==> config.mk <==
export PLATFORM = sky130hd
export DESIGN_NAME = shift_seq_flat
export DESIGN_NICKNAME = d
export VERILOG_FILES = /design/src/rtl/shift_seq_if.sv /design/src/rtl/shift_seq.sv /design/src/flat_wrapper.sv
export SDC_FILE = /design/constraint.sdc
export NUM_CORES = 1
export LEC_CHECK = 0
export ABC_AREA = 1
export CAP_MARGIN = 20
export CORE_MARGIN = 1
export CORE_UTILIZATION = 44
export CTS_CLUSTER_DIAMETER = 50
export DETAILED_ROUTE_END_ITERATION = 8
export PLACE_DENSITY = 0.75
export SLEW_MARGIN = 15
export SYNTH_ARGS = -nofsm -noshare
export SYNTH_HDL_FRONTEND = slang
export SYNTH_SLANG_ARGS = --single-unit
==> constraint.sdc <==
create_clock -name clk -period 1.8 [get_ports clk]
set_input_delay 0.27 -clock clk [delete_from_list [all_inputs] [get_ports clk]]
set_output_delay 0.27 -clock clk [all_outputs]
set_load 0.005 [all_outputs]
==> src/rtl/shift_seq_if.sv <==
// shift_seq_if: request/result bundle between ALU control and the multi-cycle shift sequencer
interface shift_seq_if #(
    parameter int WIDTH = 8,
    parameter int CNT_W = $clog2(WIDTH)
);
    logic             start;
    logic [WIDTH-1:0] A;
    logic             s3;
    logic             s2;
    logic [CNT_W-1:0] amount;
    logic             busy;
    logic             done;
    logic [WIDTH-1:0] reg_out;
    logic             carry_out;
    modport master (output start, A, s3, s2, amount, input busy, done, reg_out, carry_out);
    modport slave (input start, A, s3, s2, amount, output busy, done, reg_out, carry_out);
endinterface

==> src/rtl/shift_seq.sv <==
// shift_seq: applies a latched 1-bit shift/rotate op once per clock for a captured step count
module shift_seq #(
    parameter int WIDTH = 8,
    parameter int CNT_W = $clog2(WIDTH)
) (
    input logic         clk,
    input logic         rst,
    shift_seq_if.slave  bus
);
    typedef enum logic [1:0] {IDLE, SHIFT, DONE} state_t;
    state_t           state, nxt;
    logic [CNT_W-1:0] cnt;
    logic [1:0]       op;
    logic [WIDTH-1:0] r, step_r;
    logic             c, step_c;
    // op[1] selects left, op[0] selects zero fill instead of wrap-around
    always_comb begin
        step_r = op[1] ? {r[WIDTH-2:0], op[0] ? 1'b0 : r[WIDTH-1]}
                       : {op[0] ? 1'b0 : r[0], r[WIDTH-1:1]};
        step_c = op[1] ? r[WIDTH-1] : r[0];
        nxt = state == IDLE  ? (bus.start ? (bus.amount == '0 ? DONE : SHIFT) : IDLE)
            : state == SHIFT ? (cnt == CNT_W'(1) ? DONE : SHIFT)
            : IDLE;
        bus.busy = state == SHIFT;
        bus.done = state == DONE;
        bus.reg_out = r;
        bus.carry_out = c;
    end
    always_ff @(posedge clk) begin
        if (rst) begin
            state <= IDLE;
            cnt <= '0;
            op <= '0;
            r <= '0;
            c <= 1'b0;
        end else begin
            state <= nxt;
            if (state == IDLE && bus.start) begin
                r <= bus.A;
                op <= {bus.s3, bus.s2};
                cnt <= bus.amount;
                c <= 1'b0;
            end else if (state == SHIFT) begin
                r <= step_r;
                c <= step_c;
                cnt <= cnt - CNT_W'(1);
            end
        end
    end
endmodule

==> src/flat_wrapper.sv <==
// flat-port wrapper written by rule: the top's interface ports become plain ports
module shift_seq_flat 
#(
    parameter int WIDTH = 8,
    parameter int CNT_W = $clog2(WIDTH)
)
  (clk, rst, bus_start, bus_A, bus_s3, bus_s2, bus_amount, bus_busy, bus_done, bus_reg_out, bus_carry_out);
  shift_seq_if #(.WIDTH(WIDTH), .CNT_W(CNT_W)) bus_i ();
  input logic clk;
  input logic rst;
  input wire logic [$bits(bus_i.start)-1:0] bus_start;
  input wire logic [$bits(bus_i.A)-1:0] bus_A;
  input wire logic [$bits(bus_i.s3)-1:0] bus_s3;
  input wire logic [$bits(bus_i.s2)-1:0] bus_s2;
  input wire logic [$bits(bus_i.amount)-1:0] bus_amount;
  output wire logic [$bits(bus_i.busy)-1:0] bus_busy;
  output wire logic [$bits(bus_i.done)-1:0] bus_done;
  output wire logic [$bits(bus_i.reg_out)-1:0] bus_reg_out;
  output wire logic [$bits(bus_i.carry_out)-1:0] bus_carry_out;
  assign bus_i.start = bus_start;
  assign bus_i.A = bus_A;
  assign bus_i.s3 = bus_s3;
  assign bus_i.s2 = bus_s2;
  assign bus_i.amount = bus_amount;
  assign bus_busy = bus_i.busy;
  assign bus_done = bus_i.done;
  assign bus_reg_out = bus_i.reg_out;
  assign bus_carry_out = bus_i.carry_out;
  shift_seq #(.WIDTH(WIDTH), .CNT_W(CNT_W)) u_core (.clk(clk), .rst(rst), .bus(bus_i));
endmodule
# Word level (Yosys, flattened, before mapping)
# Index checks and enable logic that the tools add are counted.
[totals] register_bits=16 latchBits=0 ram_bits=0 mem_bits_ro=0 in_bits=16 output_inout_bits=11 elab_cells=27 memories=0
[classes] add_sub_neg=1 multipliers=0 div_mod_pow=0 magnitude_cmp=0 eq_ne=3 n_shift=0 mux=13 bitwise=0 reduce_logical=5
[op_table] op="$mux W8" count=3
[op_table] op="$mux W2" count=5
[op_table] op="$mux W3" count=2
[op_table] op="$eq A3 B1 Y1 const B" count=1
[op_table] op="$logic_not A3 Y1" count=1
[op_table] op="$mux W1" count=3
[op_table] op="$sub A3 B1 Y3 const B" count=1
[op_table] op="$eq A2 B1 Y1 const B" count=1
[op_table] op="$eq A2 B2 Y1 const B" count=1
[op_table] op="$logic_not A2 Y1" count=1
[op_table] op="$reduce_bool A2 Y1" count=1
[op_table] op="$reduce_or A2 Y1" count=1
[op_table] op="$logic_and A1 B1 Y1" count=1

# Depth between registers and ports, before layout
# Gate-level depths: netlist of run 1.
[depth] word_depth=4 ltp_mapped=8 depth_no_buf=7

# Worst setup path after synthesis of run 1
# No wires, ideal clock.
[synth_path] kind="register to register" from="register u_core.state[1]" to="register u_core.r[4] (netlist: u_core.bus.reg_out[4])" setup_ns=0.131 t_arrival_ns=0.913 required_time_ns=1.669 setup_slack_ns=0.757 path_stages_with_launch=8 path_buffers=1 period_less_slack_ns=1.043 path_cell_list="dfxtp_1 -> nor2_4 -> nand2_4 -> buf_8 -> nand2_1 -> nand2_1 -> nand2_1 -> a21oi_2"
[synth_via] elab_chain_cells=3 word_cells_on_any_way=5 classes_between="eq/ne (1); mux (1); reduce/logical (3)"
[synth_lines] element="from (decl)" line_no="shift_seq.sv:11" text="state_t state, nxt;"
[synth_lines] element="from (signal assigned)" line_no="shift_seq.sv:37" text="state <= nxt;"
[synth_lines] element="$logic_not A2 Y1" line_no="shift_seq.sv:38" text="if (state == IDLE && bus.start) begin"
[synth_lines] element="$logic_and A1 B1 Y1" line_no="shift_seq.sv:38"
[synth_lines] element="$mux W8 / $reduce_bool A2 Y1 (equally long branches)"
[synth_lines] element="to (signal assigned)" line_no="shift_seq.sv:39" text="r <= bus.A;"
[synth_lines] element="to (signal assigned)" line_no="shift_seq.sv:44" text="r <= step_r;"
[synth_lines] element="to (decl)" line_no="shift_seq.sv:14" text="logic [WIDTH-1:0] r, step_r;"
# Parallel ways exist; a longest one is shown, timed or not.
# A chain may end at the register's enable or synchronous reset.

# Worst setup path in the final report of run 1
[layout_path] from="register u_core.state[0]" to="output bus_busy"
[layout_via] elab_chain_cells=1
[layout_lines] element="$eq A2 B1 Y1" line_no="shift_seq.sv:24" text="bus.busy = state == SHIFT;"
[layout_lines] element="to (decl)" line_no="flat_wrapper.sv:16" text="output wire logic [$bits(bus_i.busy)-1:0] bus_busy;"
# Every way passes these cells.

==> flow_summary.html, run 1 <==
<table>
<tr><th>Metric</th><th>Value</th></tr>
<tr><th colspan="2">Worst setup path</th></tr>
<tr><td>Critical Path AT</td><td>1.45 ns</td></tr>
<tr><td>Critical Path Sink Type</td><td>output pin</td></tr>
<tr><td>Standard cell with the maximum stage delay on the critical path</td><td>sky130_fd_sc_hd__clkdlybuf4s50_1</td></tr>
<tr><td>Crit path launch type</td><td>flip-flop</td></tr>
<tr><td>CP max stage delay</td><td>0.52 ns</td></tr>
<tr><td>Cell chain of the critical path</td><td>inv_2 -&gt; nor2_4 -&gt; clkdlybuf4s50_1</td></tr>
<tr><td>Worst-path fanout max</td><td>4</td></tr>
<tr><td>CP Data Required Time</td><td>1.53 ns</td></tr>
<tr><td>Worst setup path category</td><td>flip-flop to output pin</td></tr>
<tr><th colspan="2">Synth</th></tr>
<tr><td>Number of library cell types mapped by synthesis</td><td>18</td></tr>
<tr><td>Total of warnings raised by yosys</td><td>0</td></tr>
<tr><td>Mean Syn Cell Area</td><td>6.53 sq um</td></tr>
<tr><td>Cell count after synthesis</td><td>140</td></tr>
<tr><td>Count of state elements after synthesis</td><td>16</td></tr>
<tr><td>Seq/Total Area, Yosys</td><td>35.0%</td></tr>
<tr><td>Net count of the mapped netlist</td><td>158</td></tr>
<tr><td>Summed instance area of the synthesized netlist</td><td>915 sq um</td></tr>
<tr><th colspan="2">Detailed routing</th></tr>
<tr><td>Wire length after detailed routing</td><td>2110 microns</td></tr>
<tr><td>Vias/cell</td><td>4.85</td></tr>
<tr><td>Average routed wire per standard cell</td><td>10.8 microns</td></tr>
<tr><td>DRC errors left</td><td>0</td></tr>
<tr><td>Number of detailed-routing iterations run before antenna repair</td><td>4</td></tr>
<tr><td>Detailed Route Iter0 Violations</td><td>21</td></tr>
<tr><td>Number of vias in the routed layout</td><td>946</td></tr>
<tr><td>Post-detailed-route count of antenna-violating nets</td><td>0</td></tr>
<tr><th colspan="2">Clocking</th></tr>
<tr><td>Clock slew at reported path FFs</td><td>0.09 ns</td></tr>
<tr><td>Post-CTS Repair Setup Buffers</td><td>0</td></tr>
<tr><td>CTS Hold Bufs</td><td>0</td></tr>
<tr><td>TritonCTS clock tree</td><td>yes</td></tr>
<tr><td>H-tree levels</td><td>1</td></tr>
<tr><td>Maximum root-to-sink buffer count</td><td>2</td></tr>
<tr><td>CTS sink count</td><td>16</td></tr>
<tr><td>Clock buffers created by TritonCTS</td><td>3</td></tr>
<tr><td>Skew-Pair Late Insertion Delay</td><td>0.29 ns</td></tr>
<tr><td>CTS Root Buffer Type</td><td>sky130_fd_sc_hd__clkbuf_4</td></tr>
<tr><th colspan="2">Pwr</th></tr>
<tr><td>Clock power frac</td><td>26.1%</td></tr>
<tr><td>Pint</td><td>0.000644 W</td></tr>
<tr><td>Reported net switching power</td><td>0.000293 W</td></tr>
<tr><td>Worst IR Drop VDD</td><td>0.566 mV</td></tr>
<tr><td>Pwr/cell area</td><td>764 nW/um^2</td></tr>
<tr><td>Power share of the sequential group</td><td>45.4%</td></tr>
<tr><td>Switching share of power</td><td>31.3%</td></tr>
<tr><td>Share of power burned in combinational logic</td><td>28.5%</td></tr>
<tr><td>Leakage component of the power</td><td>0.539 nW</td></tr>
<tr><th colspan="2">Placement</th></tr>
<tr><td>IO Port Bufs</td><td>26</td></tr>
<tr><td>Routability cong.</td><td>0.797</td></tr>
<tr><td>Detail Placement HPWL</td><td>1660 microns</td></tr>
<tr><th colspan="2">Timing</th></tr>
<tr><td>Tightest slew margin relative to the limit</td><td>75.6%</td></tr>
<tr><td>Maximum clock frequency</td><td>582 MHz</td></tr>
<tr><td>Minimum period implied by the final worst setup slack</td><td>1.72 ns</td></tr>
<tr><td>RSZ-0062 raised after global routing</td><td>false</td></tr>
<tr><td>Final setup violation count</td><td>0</td></tr>
<tr><td>Count of final max-slew check failures</td><td>0</td></tr>
<tr><td>TNS Setup</td><td>0 ns</td></tr>
<tr><td>Least-Margin Pin Slew</td><td>0.364 ns</td></tr>
<tr><td>Hold WS</td><td>0.508 ns</td></tr>
<tr><td>Final Hold Viols</td><td>0</td></tr>
<tr><td>Final critical-path share of the clock period</td><td>95.4%</td></tr>
<tr><td>Clock Skew</td><td>0.00945 ns</td></tr>
<tr><th colspan="2">Global routing</th></tr>
<tr><td>Initial antenna violation count</td><td>0</td></tr>
<tr><td>First-pass GRT wire length</td><td>3280 microns</td></tr>
<tr><td>Total overflow reported by the global router</td><td>0</td></tr>
<tr><td>Overall Global Routing Usage</td><td>21.1%</td></tr>
<tr><td>Maximum number of pins on one net before global-route repair</td><td>15</td></tr>
<tr><td>Vias in the first global route</td><td>772</td></tr>
<tr><th colspan="2">Die</th></tr>
<tr><td>Die X</td><td>47.6 microns</td></tr>
<tr><td>Die outline area</td><td>2260 sq um</td></tr>
<tr><td>Number of standard-cell rows in the floorplan</td><td>16</td></tr>
<tr><td>Starting density of the core</td><td>46.6%</td></tr>
<tr><td>Chip Height</td><td>47.6 microns</td></tr>
<tr><td>Floorplan core area</td><td>1960 sq um</td></tr>
<tr><td>Number of primary I/O pins</td><td>27</td></tr>
<tr><th colspan="2">Job</th></tr>
<tr><td>Max-capacitance violation count</td><td>0</td></tr>
<tr><th colspan="2">Finish</th></tr>
<tr><td>Most common library cell in the layout ignoring fill and taps</td><td>sky130_fd_sc_hd__nand2_1</td></tr>
<tr><td>Share of final-layout standard cells stronger than drive strength 1</td><td>10.1%</td></tr>
<tr><td>Growth of design area from synthesis to finish</td><td>34.1%</td></tr>
<tr><td>Top library cells by usage in the layout, fill and taps aside</td><td>sky130_fd_sc_hd__nand2_1 (53), sky130_fd_sc_hd__clkdlybuf4s50_1 (26), sky130_fd_sc_hd__dfxtp_1 (15), sky130_fd_sc_hd__inv_1 (13)</td></tr>
<tr><td>Fill count</td><td>194</td></tr>
<tr><td>Number of diodes</td><td>0</td></tr>
<tr><td>Nets</td><td>187</td></tr>
<tr><th colspan="2">Hold path</th></tr>
<tr><td>Class of the tightest hold or removal check</td><td>flip-flop to flip-flop</td></tr>
<tr><th colspan="2">Outcome</th></tr>
<tr><td>Outcome</td><td>completed</td></tr>
</table>
## sequential cells by signal, summed over array words and instances (netlist names)
register / cells
u_core.bus.reg_out: 8
u_core.cnt: 3
u_core.op: 2
u_core.state: 2
u_core.bus.carry_out: 1
## cell families after synthesis
logic type	after synthesis	share of synthesized area, %
and+or+nand+nor	74	34.3
adders and majority gates	2	2.74
buffers and inverters	21	10.8
DFF	16	35.0
AOI/OAI and AO/OA	27	17.1
## final cells by class
type                    instances  area (sq um)  area share, %
well taps                      27          33.8           2.76
inverters                      17          63.8           5.20
flip-flops and latches         16           322           26.2
repair buffers                 28           275           22.4
multi-input cells             103           495           40.4
clock buffers                   4          36.3           2.96
## per-stage QoR
step	utilization [%]	cell area [sq um]	setup WS (ns)	power, W	instances
3_5_place_dp	60.6	1190	0.0893	0.000701	191
3_3_place_gp	60.6	1190	0.143	0.000696	191
5_1_grt	62.5	1230	0.00481	0.00100	195
6_report	62.5	1230	0.0831	0.000937	195
4_1_cts	62.4	1220	0.0419	0.000944	195
2_1_floorplan	-	915	0.757	0.000591	140
## final timing paths
check	from	to	slack, ns	cells after the start
setup / recovery	u_core.state[0]	bus_busy	0.08	3
hold reg to reg	u_core.cnt[1]	u_core.cnt[1]	0.51	2
hold / removal	u_core.cnt[1]	u_core.cnt[1]	0.51	2
setup reg to reg	u_core.state[0]	u_core.cnt[2]	0.60	7
## worst max-delay path, delay by kind of cell, from the launching register on
| family | cells | cell delay, ns |
|---|---|---|
| buffers and inverters | 2 | 0.59 |
| flip-flops | 1 | 0.48 |
| AND/OR/NAND/NOR | 1 | 0.09 |
## metal layers
| metal | part of all wire [%] | GRT usage (%) |
|---|---|---|
| met2 | 51 | 35.9 |
| met4 | 0.62 | 10.0 |
| met1 | 45 | 24.8 |
| met3 | 3.8 | 5.28 |
| met5 | 0 | 0 |
## synthesized netlist by cell type
library cell               instances  area, sq um
sky130_fd_sc_hd__o21ai_0          11         55.1
sky130_fd_sc_hd__a21oi_2           2         17.5
sky130_fd_sc_hd__buf_8             1         15.0
sky130_fd_sc_hd__nor2_4            2         22.5
sky130_fd_sc_hd__nand2_1          53          199
sky130_fd_sc_hd__inv_2             4         15.0
sky130_fd_sc_hd__nand3_1          11         55.1
sky130_fd_sc_hd__a21oi_1          11         55.1
sky130_fd_sc_hd__ha_1              2         25.0
sky130_fd_sc_hd__buf_6             1         11.3
sky130_fd_sc_hd__buf_2             1         5.00
sky130_fd_sc_hd__dfxtp_1          16          320
sky130_fd_sc_hd__a31oi_1           2         12.5
sky130_fd_sc_hd__o21ai_4           1         16.3
sky130_fd_sc_hd__inv_1            13         48.8
sky130_fd_sc_hd__nand2_4           1         11.3
sky130_fd_sc_hd__clkbuf_1          1         3.75
sky130_fd_sc_hd__nor2_1            7         26.3
## power groups by stage
stage	logic, W	registers [W]	clock network, W
after floorplan	0.000167	0.000424	0
after global routing	0.000303	0.000431	0.000268
after CTS	0.000268	0.000425	0.000250
final	0.000267	0.000425	0.000245
after detailed placement	0.000267	0.000434	0
after global placement	0.000264	0.000431	0
## what timing repair did
item / 4_1_cts / 5_1_grt
gates resized for setup: 0 / 1
endpoints found under the hold margin: 0 / 0
endpoints found under the setup margin: 0 / 1
(Power assumes the default switching activity.)
==> run 2: changes to the inputs <==
--- a/config.mk
+++ b/config.mk
@@ -7,7 +7,7 @@
 export LEC_CHECK = 0
 export ABC_AREA = 1
 export CAP_MARGIN = 20
-export CORE_MARGIN = 1
+export CORE_MARGIN = 2
 export CORE_UTILIZATION = 44
 export CTS_CLUSTER_DIAMETER = 50
 export DETAILED_ROUTE_END_ITERATION = 8
==> run 2 against run 1 <==
Compared with the run above: global-route usage down 1.2 points; flip-flop and latch count stayed put; total power grew 0.64%; highest routed layer unchanged; fmax up 0.17%; setup slack better by 0.0030 ns; critical path type unchanged.
==> flow_summary.html, run 2 (synthesis gave the netlist of run 1 again) <==
<table>
<tr><th>Metric</th><th>Value</th></tr>
<tr><th colspan="2">Global routing</th></tr>
<tr><td>Total overflow reported by the global router</td><td>0</td></tr>
<tr><td>Overall Global Routing Usage</td><td>19.9%</td></tr>
<tr><td>First-pass GRT wire length</td><td>3770 microns</td></tr>
<tr><td>Met3 Use GR</td><td>4.55%</td></tr>
<tr><td>Maximum number of pins on one net before global-route repair</td><td>15</td></tr>
<tr><td>Initial antenna violation count</td><td>0</td></tr>
<tr><td>Fraction of met2 tracks used by global routing</td><td>32.9%</td></tr>
<tr><td>Vias in the first global route</td><td>888</td></tr>
<tr><td>Fraction of met1 tracks used by global routing</td><td>23.1%</td></tr>
<tr><td>Layer with the highest usage after global routing</td><td>met2</td></tr>
<tr><th colspan="2">Timing</th></tr>
<tr><td>TNS Setup</td><td>0 ns</td></tr>
<tr><td>Clock Skew</td><td>0.00185 ns</td></tr>
<tr><td>Final setup violation count</td><td>0</td></tr>
<tr><td>Maximum clock frequency</td><td>583 MHz</td></tr>
<tr><td>RSZ-0062 raised after global routing</td><td>false</td></tr>
<tr><td>Final critical-path share of the clock period</td><td>95.2%</td></tr>
<tr><td>Least-Margin Pin Slew</td><td>0.362 ns</td></tr>
<tr><td>Hold WS</td><td>0.504 ns</td></tr>
<tr><td>Final Hold Viols</td><td>0</td></tr>
<tr><td>Count of final max-slew check failures</td><td>0</td></tr>
<tr><td>Minimum period implied by the final worst setup slack</td><td>1.71 ns</td></tr>
<tr><td>Tightest slew margin relative to the limit</td><td>75.8%</td></tr>
<tr><th colspan="2">Worst setup path</th></tr>
<tr><td>CP Data Required Time</td><td>1.53 ns</td></tr>
<tr><td>Critical R2R Launch</td><td>u_core.state[0]</td></tr>
<tr><td>Critical path launch point</td><td>u_core.state[0]</td></tr>
<tr><td>Worst-path fanout max</td><td>4</td></tr>
<tr><td>Critical Path AT</td><td>1.44 ns</td></tr>
<tr><td>Endpoint of the worst setup timing path</td><td>bus_busy</td></tr>
<tr><td>Cell chain of the critical path</td><td>inv_2 -&gt; nor2_4 -&gt; clkdlybuf4s50_1</td></tr>
<tr><td>Worst setup path category</td><td>flip-flop to output pin</td></tr>
<tr><td>FF-to-FF path depth</td><td>6</td></tr>
<tr><td>Critical Path Sink Type</td><td>output pin</td></tr>
<tr><td>Crit path launch type</td><td>flip-flop</td></tr>
<tr><td>End of the worst register-to-register path</td><td>u_core.bus.carry_out</td></tr>
<tr><td>CP max stage delay</td><td>0.51 ns</td></tr>
<tr><td>Standard cell with the maximum stage delay on the critical path</td><td>sky130_fd_sc_hd__clkdlybuf4s50_1</td></tr>
<tr><td>R2R setup slack</td><td>0.56 ns</td></tr>
<tr><th colspan="2">Clocking</th></tr>
<tr><td>Skew-Pair Late Insertion Delay</td><td>0.29 ns</td></tr>
<tr><td>Clock slew at reported path FFs</td><td>0.10 ns</td></tr>
<tr><td>CTS sink count</td><td>16</td></tr>
<tr><td>CTS Hold Bufs</td><td>0</td></tr>
<tr><td>Clock buffers created by TritonCTS</td><td>3</td></tr>
<tr><td>CTS Root Buffer Type</td><td>sky130_fd_sc_hd__clkbuf_4</td></tr>
<tr><td>H-tree levels</td><td>1</td></tr>
<tr><td>TritonCTS clock tree</td><td>yes</td></tr>
<tr><td>Maximum root-to-sink buffer count</td><td>2</td></tr>
<tr><th colspan="2">Detailed routing</th></tr>
<tr><td>Wire length after detailed routing</td><td>2220 microns</td></tr>
<tr><td>Average routed wire per standard cell</td><td>11.4 microns</td></tr>
<tr><td>Detailed Route Iter0 Violations</td><td>13</td></tr>
<tr><td>Vias/cell</td><td>5.05</td></tr>
<tr><td>Number of vias in the routed layout</td><td>985</td></tr>
<tr><td>Number of detailed-routing iterations run before antenna repair</td><td>4</td></tr>
<tr><td>DRC errors left</td><td>0</td></tr>
<tr><td>Post-detailed-route count of antenna-violating nets</td><td>0</td></tr>
<tr><th colspan="2">Placement</th></tr>
<tr><td>Routability cong.</td><td>0.826</td></tr>
<tr><td>IO Port Bufs</td><td>26</td></tr>
<tr><td>Detail Placement HPWL</td><td>1670 microns</td></tr>
<tr><th colspan="2">Hold path</th></tr>
<tr><td>Class of the tightest hold or removal check</td><td>flip-flop to flip-flop</td></tr>
<tr><td>Start point of the worst min-delay path</td><td>u_core.op[0]</td></tr>
<tr><th colspan="2">Finish</th></tr>
<tr><td>Number of flip-flops under the largest register name</td><td>8</td></tr>
<tr><td>Nets</td><td>187</td></tr>
<tr><td>Number of diodes</td><td>0</td></tr>
<tr><td>Most common library cell in the layout ignoring fill and taps</td><td>sky130_fd_sc_hd__nand2_1</td></tr>
<tr><td>Fill count</td><td>208</td></tr>
<tr><td>Share of final-layout standard cells stronger than drive strength 1</td><td>10.1%</td></tr>
<tr><td>Growth of design area from synthesis to finish</td><td>34.1%</td></tr>
<tr><td>Top library cells by usage in the layout, fill and taps aside</td><td>sky130_fd_sc_hd__nand2_1 (53), sky130_fd_sc_hd__clkdlybuf4s50_1 (26), sky130_fd_sc_hd__dfxtp_1 (15), sky130_fd_sc_hd__inv_1 (13)</td></tr>
<tr><th colspan="2">Die</th></tr>
<tr><td>Chip Height</td><td>49.6 microns</td></tr>
<tr><td>Starting density of the core</td><td>46.6%</td></tr>
<tr><td>Floorplan core area</td><td>1960 sq um</td></tr>
<tr><td>Die X</td><td>49.6 microns</td></tr>
<tr><td>Die outline area</td><td>2460 sq um</td></tr>
<tr><td>Number of standard-cell rows in the floorplan</td><td>16</td></tr>
<tr><td>Number of primary I/O pins</td><td>27</td></tr>
<tr><th colspan="2">Pwr</th></tr>
<tr><td>Worst IR Drop VDD</td><td>0.390 mV</td></tr>
<tr><td>Leakage component of the power</td><td>0.539 nW</td></tr>
<tr><td>Pwr/cell area</td><td>769 nW/um^2</td></tr>
<tr><th colspan="2">Outcome</th></tr>
<tr><td>Outcome</td><td>completed</td></tr>
<tr><th colspan="2">Job</th></tr>
<tr><td>Max-capacitance violation count</td><td>0</td></tr>
</table>
## run 2: power breakdown
group          internal, W  total [W]  switching, W
combinational     0.000132   0.000271      0.000139
clock             0.000123   0.000247      0.000123
sequential        0.000389   0.000425     0.0000359
## run 2: final cells by class
type / count / area, sq um / area share [%]
flip-flops and latches: 16 / 322 / 26.2
clock buffers: 4 / 36.3 / 2.96
multi-input cells: 103 / 495 / 40.4
repair buffers: 28 / 275 / 22.4
well taps: 27 / 33.8 / 2.76
inverters: 17 / 63.8 / 5.20
## run 2: routing by layer
metal,vias to the layer above,share of wire [%]
met4,0,0.81
met5,-,0
met1,457,44
met3,2,5.3
met2,29,49
li1,497,-
## run 2: worst min path at each step
stage                    endpoint  slack (ns)  cells past startpoint
global route        u_core.cnt[1]        0.52                      2
CTS                  u_core.op[0]        0.51                      2
finish               u_core.op[0]        0.50                      2
floorplan           u_core.cnt[0]        0.43                      2
detailed placement  u_core.cnt[1]        0.49                      2
global placement    u_core.cnt[1]        0.48                      2
## run 2: what timing repair did
item / CTS / global route
resized for setup: 0 / 1
setup buffers: 0 / 0
endpoints found under the setup margin: 0 / 1
## run 2: worst max-delay path: cells and delay by family, from the launching register on
kind                   cells  cell delay [ns]
DFF                        1             0.48
buffers and inverters      2             0.58
and+or+nand+nor            1             0.09
## run 2: through the flow
step / utilization (%) / cells / cell area, sq um / setup WS [ns] / power, W
floorplan: - / 140 / 915 / 0.757 / 0.000591
global placement: 60.6 / 191 / 1190 / 0.150 / 0.000697
detailed placement: 60.6 / 191 / 1190 / 0.0775 / 0.000700
CTS: 62.4 / 195 / 1220 / 0.0253 / 0.000944
global route: 62.5 / 195 / 1230 / 0.0190 / 0.00100
finish: 62.5 / 195 / 1230 / 0.0860 / 0.000943
